--- config.mk ---
export PLATFORM = sky130hd
export DESIGN_NAME = alu_op_decoder
export DESIGN_NICKNAME = d
export VERILOG_FILES = /design/src/rtl/alu_op_decoder.sv
export SDC_FILE = /design/constraint.sdc
export NUM_CORES = 1
export LEC_CHECK = 0
export ABC_AREA = 1
export CAP_MARGIN = 10
export CORE_MARGIN = 5
export CORE_UTILIZATION = 44
export CTS_CLUSTER_DIAMETER = 40
export DETAILED_ROUTE_END_ITERATION = 16
export GPL_TIMING_DRIVEN = 1
export PLACE_DENSITY = 0.9
export SYNTH_ARGS = -nofsm -noshare
export SYNTH_HDL_FRONTEND = slang
export SYNTH_SLANG_ARGS = --single-unit
--- constraint.sdc ---
create_clock -name clk -period 2 [get_ports clk]
set_input_delay 0.6 -clock clk [delete_from_list [all_inputs] [get_ports clk]]
set_output_delay 0.6 -clock clk [all_outputs]
set_load 0.01 [all_outputs]
--- src/rtl/alu_op_decoder.sv ---
// Registered RV32I OP / OP-IMM decode stage feeding the integer ALU.
// Single-entry valid/ready register with flush; one instruction per cycle.
module alu_op_decoder #(
    parameter int XLEN  = 32,
    parameter int SEL_W = 6
) (
    input  logic             clk,
    input  logic             reset,
    input  logic             in_valid,
    output logic             in_ready,
    input  logic [31:0]      in_instr,
    input  logic             flush,
    output logic             out_valid,
    input  logic             out_ready,
    output logic [SEL_W-1:0] aluSelect,
    output logic [4:0]       rs1,
    output logic [4:0]       rs2,
    output logic [4:0]       rd,
    output logic [XLEN-1:0]  imm,
    output logic             use_imm,
    output logic             reg_write,
    output logic             illegal
);

    localparam logic [6:0] OPC_OPIMM = 7'b0010011;
    localparam logic [6:0] OPC_OP    = 7'b0110011;
    localparam logic [6:0] F7_BASE   = 7'b0000000;
    localparam logic [6:0] F7_ALT    = 7'b0100000;

    localparam logic [SEL_W-1:0] SEL_ADDI  = SEL_W'(6'b010011);
    localparam logic [SEL_W-1:0] SEL_SLTI  = SEL_W'(6'b010100);
    localparam logic [SEL_W-1:0] SEL_SLTIU = SEL_W'(6'b010101);
    localparam logic [SEL_W-1:0] SEL_XORI  = SEL_W'(6'b010110);
    localparam logic [SEL_W-1:0] SEL_ORI   = SEL_W'(6'b010111);
    localparam logic [SEL_W-1:0] SEL_ANDI  = SEL_W'(6'b011000);
    localparam logic [SEL_W-1:0] SEL_SLLI  = SEL_W'(6'b011001);
    localparam logic [SEL_W-1:0] SEL_SRLI  = SEL_W'(6'b011010);
    localparam logic [SEL_W-1:0] SEL_SRAI  = SEL_W'(6'b011011);
    localparam logic [SEL_W-1:0] SEL_ADD   = SEL_W'(6'b011100);
    localparam logic [SEL_W-1:0] SEL_SLL   = SEL_W'(6'b011101);
    localparam logic [SEL_W-1:0] SEL_SLT   = SEL_W'(6'b011110);
    localparam logic [SEL_W-1:0] SEL_SLTU  = SEL_W'(6'b011111);
    localparam logic [SEL_W-1:0] SEL_XOR   = SEL_W'(6'b100000);
    localparam logic [SEL_W-1:0] SEL_SRL   = SEL_W'(6'b100001);
    localparam logic [SEL_W-1:0] SEL_OR    = SEL_W'(6'b100010);
    localparam logic [SEL_W-1:0] SEL_AND   = SEL_W'(6'b100011);
    localparam logic [SEL_W-1:0] SEL_SUB   = SEL_W'(6'b100100);
    localparam logic [SEL_W-1:0] SEL_SRA   = SEL_W'(6'b100101);

    logic [6:0]       opcode;
    logic [2:0]       funct3;
    logic [6:0]       funct7;
    logic [XLEN-1:0]  immI;
    logic [XLEN-1:0]  immShamt;
    logic [SEL_W-1:0] decSel;
    logic [XLEN-1:0]  decImm;
    logic [4:0]       decRs2;
    logic             decUseImm;
    logic             decLegal;
    logic             decRegWrite;
    logic             load;

    assign opcode   = in_instr[6:0];
    assign funct3   = in_instr[14:12];
    assign funct7   = in_instr[31:25];
    assign immI     = {{(XLEN-12){in_instr[31]}}, in_instr[31:20]};
    assign immShamt = {{(XLEN-5){1'b0}}, in_instr[24:20]};

    assign in_ready = !out_valid || out_ready;
    assign load     = in_valid && in_ready && !flush;

    // Anything not positively recognised falls through as illegal with a zeroed payload.
    always_comb begin
        decSel    = '0;
        decImm    = '0;
        decRs2    = in_instr[24:20];
        decUseImm = 1'b0;
        decLegal  = 1'b0;
        case (opcode)
            OPC_OPIMM: begin
                decRs2    = '0;
                decUseImm = 1'b1;
                decLegal  = 1'b1;
                decImm    = immI;
                case (funct3)
                    3'b000: decSel = SEL_ADDI;
                    3'b010: decSel = SEL_SLTI;
                    3'b011: decSel = SEL_SLTIU;
                    3'b100: decSel = SEL_XORI;
                    3'b110: decSel = SEL_ORI;
                    3'b111: decSel = SEL_ANDI;
                    3'b001: begin
                        decImm   = immShamt;
                        decSel   = SEL_SLLI;
                        decLegal = (funct7 == F7_BASE);
                    end
                    default: begin
                        decImm   = immShamt;
                        decSel   = (funct7 == F7_ALT) ? SEL_SRAI : SEL_SRLI;
                        decLegal = (funct7 == F7_BASE) || (funct7 == F7_ALT);
                    end
                endcase
            end
            OPC_OP: begin
                if (funct7 == F7_BASE) begin
                    decLegal = 1'b1;
                    case (funct3)
                        3'b000:  decSel = SEL_ADD;
                        3'b001:  decSel = SEL_SLL;
                        3'b010:  decSel = SEL_SLT;
                        3'b011:  decSel = SEL_SLTU;
                        3'b100:  decSel = SEL_XOR;
                        3'b101:  decSel = SEL_SRL;
                        3'b110:  decSel = SEL_OR;
                        default: decSel = SEL_AND;
                    endcase
                end else if (funct7 == F7_ALT && funct3 == 3'b000) begin
                    decLegal = 1'b1;
                    decSel   = SEL_SUB;
                end else if (funct7 == F7_ALT && funct3 == 3'b101) begin
                    decLegal = 1'b1;
                    decSel   = SEL_SRA;
                end
            end
            default: ;
        endcase
        if (!decLegal) begin
            decSel    = '0;
            decImm    = '0;
            decUseImm = 1'b0;
        end
    end

    assign decRegWrite = decLegal && (in_instr[11:7] != 5'd0);

    // Flush beats load; a consume without a new load just drops valid and keeps the payload.
    always_ff @(posedge clk or posedge reset) begin
        if (reset) begin
            out_valid <= 1'b0;
            aluSelect <= '0;
            rs1       <= '0;
            rs2       <= '0;
            rd        <= '0;
            imm       <= '0;
            use_imm   <= 1'b0;
            reg_write <= 1'b0;
            illegal   <= 1'b0;
        end else if (flush) begin
            out_valid <= 1'b0;
        end else if (load) begin
            out_valid <= 1'b1;
            aluSelect <= decSel;
            rs1       <= in_instr[19:15];
            rs2       <= decRs2;
            rd        <= in_instr[11:7];
            imm       <= decImm;
            use_imm   <= decUseImm;
            reg_write <= decRegWrite;
            illegal   <= !decLegal;
        end else if (out_ready) begin
            out_valid <= 1'b0;
        end
    end

endmodule

==> metrics.md <==
| Metric | Value |
|---|---|
| Core Region | 4320 um^2 |
| Clock root buffer | clkbuf_8 |
| Initial Util | 45.0% |
| Vias in the first global route | 1887 |
| Top post-synthesis cells by area | dfrtp_1 48%, nand2_1 17%, buf_4 8.1% |
| Die area | 5850 um^2 |
| Fmax | 508 MHz |
| Row count | 24 |
| Largest net degree at the start of global routing | 38 |
| Max-cap check violation count | 0 |
| Detailed-route via count | 1858 |
| Hold Path End | rs1[3] |
| Num CTS Buffers | 5 |
| Worst path arrival time | 1.37 ns |
| Final Skew | 0.00717 ns |
| WP data required | 1.40 ns |
| H-tree levels | 2 |
| Final hold vios | 0 |
| Yosys warnings | 0 |
| Crit-path cells | buf_12, clkdlybuf4s50_1 |
| Final WS setup | 0.0313 ns |
| Fin. max-slew vios | 0 |
| Crit-path max FO | 22 |
| Die Ht | 76.5 um |
| Biggest area consumer among synthesized cells | dfrtp_1 |
| Finished Core Util | 70.3% |
| Vias/cell | 4.75 |
| Pwr per Cell Area | 611 nW/um^2 |
| Post-Syn Area | 1940 um^2 |
| DRC viols | 0 |
| IO buf count | 94 |
| Crit path launch | imm[30] |
| Min Tclk post-route | 1.97 ns |
| Worst-path clk slew | 0.08 ns |
| Die width | 76.5 um |
| R2R setup slack | 0.47 ns |
| HP Start | rs1[3] |
| WS Path Type | register to primary output |
| Synthesized instance count | 247 |
| Cts hold-fix bufs | 0 |
| Synth top area share | 47.6% |
| Synth unique cells | 22 |
| Actual slew at the worst max-slew pin | 0.465 ns |
| Clk buf depth | 2 |
| CTS tree | done |
| Outcome | finished, final reports clean |
| Clock sink total | 37 |
| R2R Path Start | out_valid |
| P&R area growth vs syn | 56.4% |
| Gr usage total | 18.4% |
| Layout Nets | 375 |
| Layout cell share with drive strength beyond 1 | 13.3% |
| Worst-Skew Late Latency | 0.29 ns |
| Antenna-violating nets left | 0 |
| Boundary Pins | 95 |
| TritonRoute pass-1 iters | 4 |
| Mapped Nets | 284 |
| Average wire per standard cell | 13.7 um |
| Initial DRC Count | 81 |
| Placed cell area | 2900 um^2 |
| R2r endpoint | illegal |
| Hpwl dp | 4010 um |
| Fill cells | 343 |
| Final setup violating endpoints | 0 |
| Final weighted congestion in routability-driven placement | 0.816 |
| Peak supply drop | 0.422 mV |
| Lkg Pwr | 1.50 nW |
| Critical Path Max Stage Delay | 0.56 ns |
| WHS Path Cells | 2 |
| Sequential fraction of the synthesis area | 47.6% |
| Drt total wl | 5360 um |
| Reg2Reg Depth | 8 |
| Setup crit start kind | register |
| Rel. slew slack | 69.0% |
| Final period util | 98.4% |
| Initial antenna violation count | 0 |
| First-pass GRT wire length | 8830 um |
| Setup_tns | 0 ns |
| Unrepaired setup endpoints after global routing | no |
| Final Instance Area | 3040 um^2 |
| #FFs+latches synth | 37 |
| CP max stage cell | clkdlybuf4s50_1 |
| Setup crit end kind | primary output |
| Hold WC Path Type | register to register |
| Synthesized area per cell | 7.87 um^2 |
| Pre-CTS setup slack | -0.331 ns |
| GRT overflow | 0 |
| Ant. Diodes | 0 |
==> critical path: cells and delay by family, from the launching register on <==
| kind | cells | cell delay [ns] |
|---|---|---|
| flops | 1 | 0.37 |
| buf+inv | 2 | 0.71 |
==> where the power goes <==
group | internal [mW] | switching (mW)
Clock | 0.407 | 0.264
Combinational | 0.199 | 0.161
Sequential | 0.798 | 0.0278
==> metal layers <==
| metal | vias up | track usage [%] | routed length, um |
|---|---|---|---|
| met5 | - | 0 | 0 |
| met4 | 0 | 7.34 | 136 |
| met3 | 14 | 3.78 | 263 |
| met2 | 56 | 32.4 | 2740 |
| met1 | 844 | 21.6 | 2220 |
| li1 | 944 | - | - |
==> metrics by stage <==
step	cells	power [mW]	hold WS, ns
after floorplan	247	0.969	0.509
after global placement	382	1.18	0.455
after detailed placement	382	1.20	0.462
after CTS	391	1.87	0.481
after global routing	391	1.94	0.500
final	391	1.86	0.479
==> cells by family after synthesis <==
group | count (synthesis) | share of synthesized area [%]
simple gates | 132 | 30.6
buf+inv | 50 | 14.5
flops | 37 | 47.6
compound gates | 28 | 7.34
==> repair_timing <==
| item | 4_1_cts | 5_1_grt |
|---|---|---|
| setup buffers | 1 | 0 |
| resized for setup | 5 | 6 |
| setup endpoints to repair | 1 | 15 |
| pin swaps | 1 | 0 |
==> placed cells by master (no fill, tap or decap) <==
cell type	synthesis	routed
buf_4	21	18
buf_2	6	1
nor2_1	7	6
o21ai_0	24	24
nand4_1	2	2
dlymetal6s2s_1	0	4
a21oi_1	2	2
buf_6	1	1
o211ai_1	1	1
nand3_2	3	3
dfrtp_1	37	37
clkdlybuf4s50_1	0	89
o21ai_1	1	1
bufinv_16	0	1
nand3_1	20	20
buf_12	0	1
clkbuf_8	0	6
nand2_2	4	4
clkbuf_1	2	1
nand2_1	89	89
nor3_4	1	2
nor2_4	2	2
inv_2	3	3
inv_1	17	17
nor3_1	1	1
nor2_2	2	3
==> registers in the layout, indices dropped and copies added, names as in the netlist <==
| name | flops |
|---|---|
| imm | 12 |
| aluSelect | 6 |
| rd | 5 |
| rs1 | 5 |
| rs2 | 5 |
| illegal | 1 |
| out_valid | 1 |
| reg_write | 1 |
| use_imm | 1 |
==> worst max path at each step <==
stage | end | slack, ns | cells after the start
floorplan | aluSelect[3] | 0.51 | 10
global placement | in_ready | -0.29 | 4
detailed placement | in_ready | -0.33 | 4
CTS | imm[19] | 0.005 | 2
global route | aluSelect[1] | 0.002 | 11
finish | imm[24] | 0.03 | 2
==> layout make-up <==
type	instances	area, um^2	area share (%)
Clock buffer	7	86.3	2.84
Clock inverter	1	30.0	0.988
Inverter	20	75.1	2.47
Multi-Input combinational cell	160	746	24.5
Sequential cell	37	926	30.5
Tap cell	52	65.1	2.14
Timing Repair Buffer	114	1110	36.6
==> synth_stat cells <==
cell type	instances
nand2_1	89
o21ai_1	1
o21ai_0	24
nor3_1	1
clkbuf_1	2
dfrtp_1	37
o211ai_1	1
nand3_1	20
nor2_4	2
buf_4	21
inv_2	3
nor3_4	1
buf_6	1
nand3_2	3
nor2_2	2
nor2_1	7
nand2_2	4
inv_1	17
a21oi_1	2
nor3_2	1
nand4_1	2
buf_2	6
Note: power is estimated with default switching activity, not from simulation.
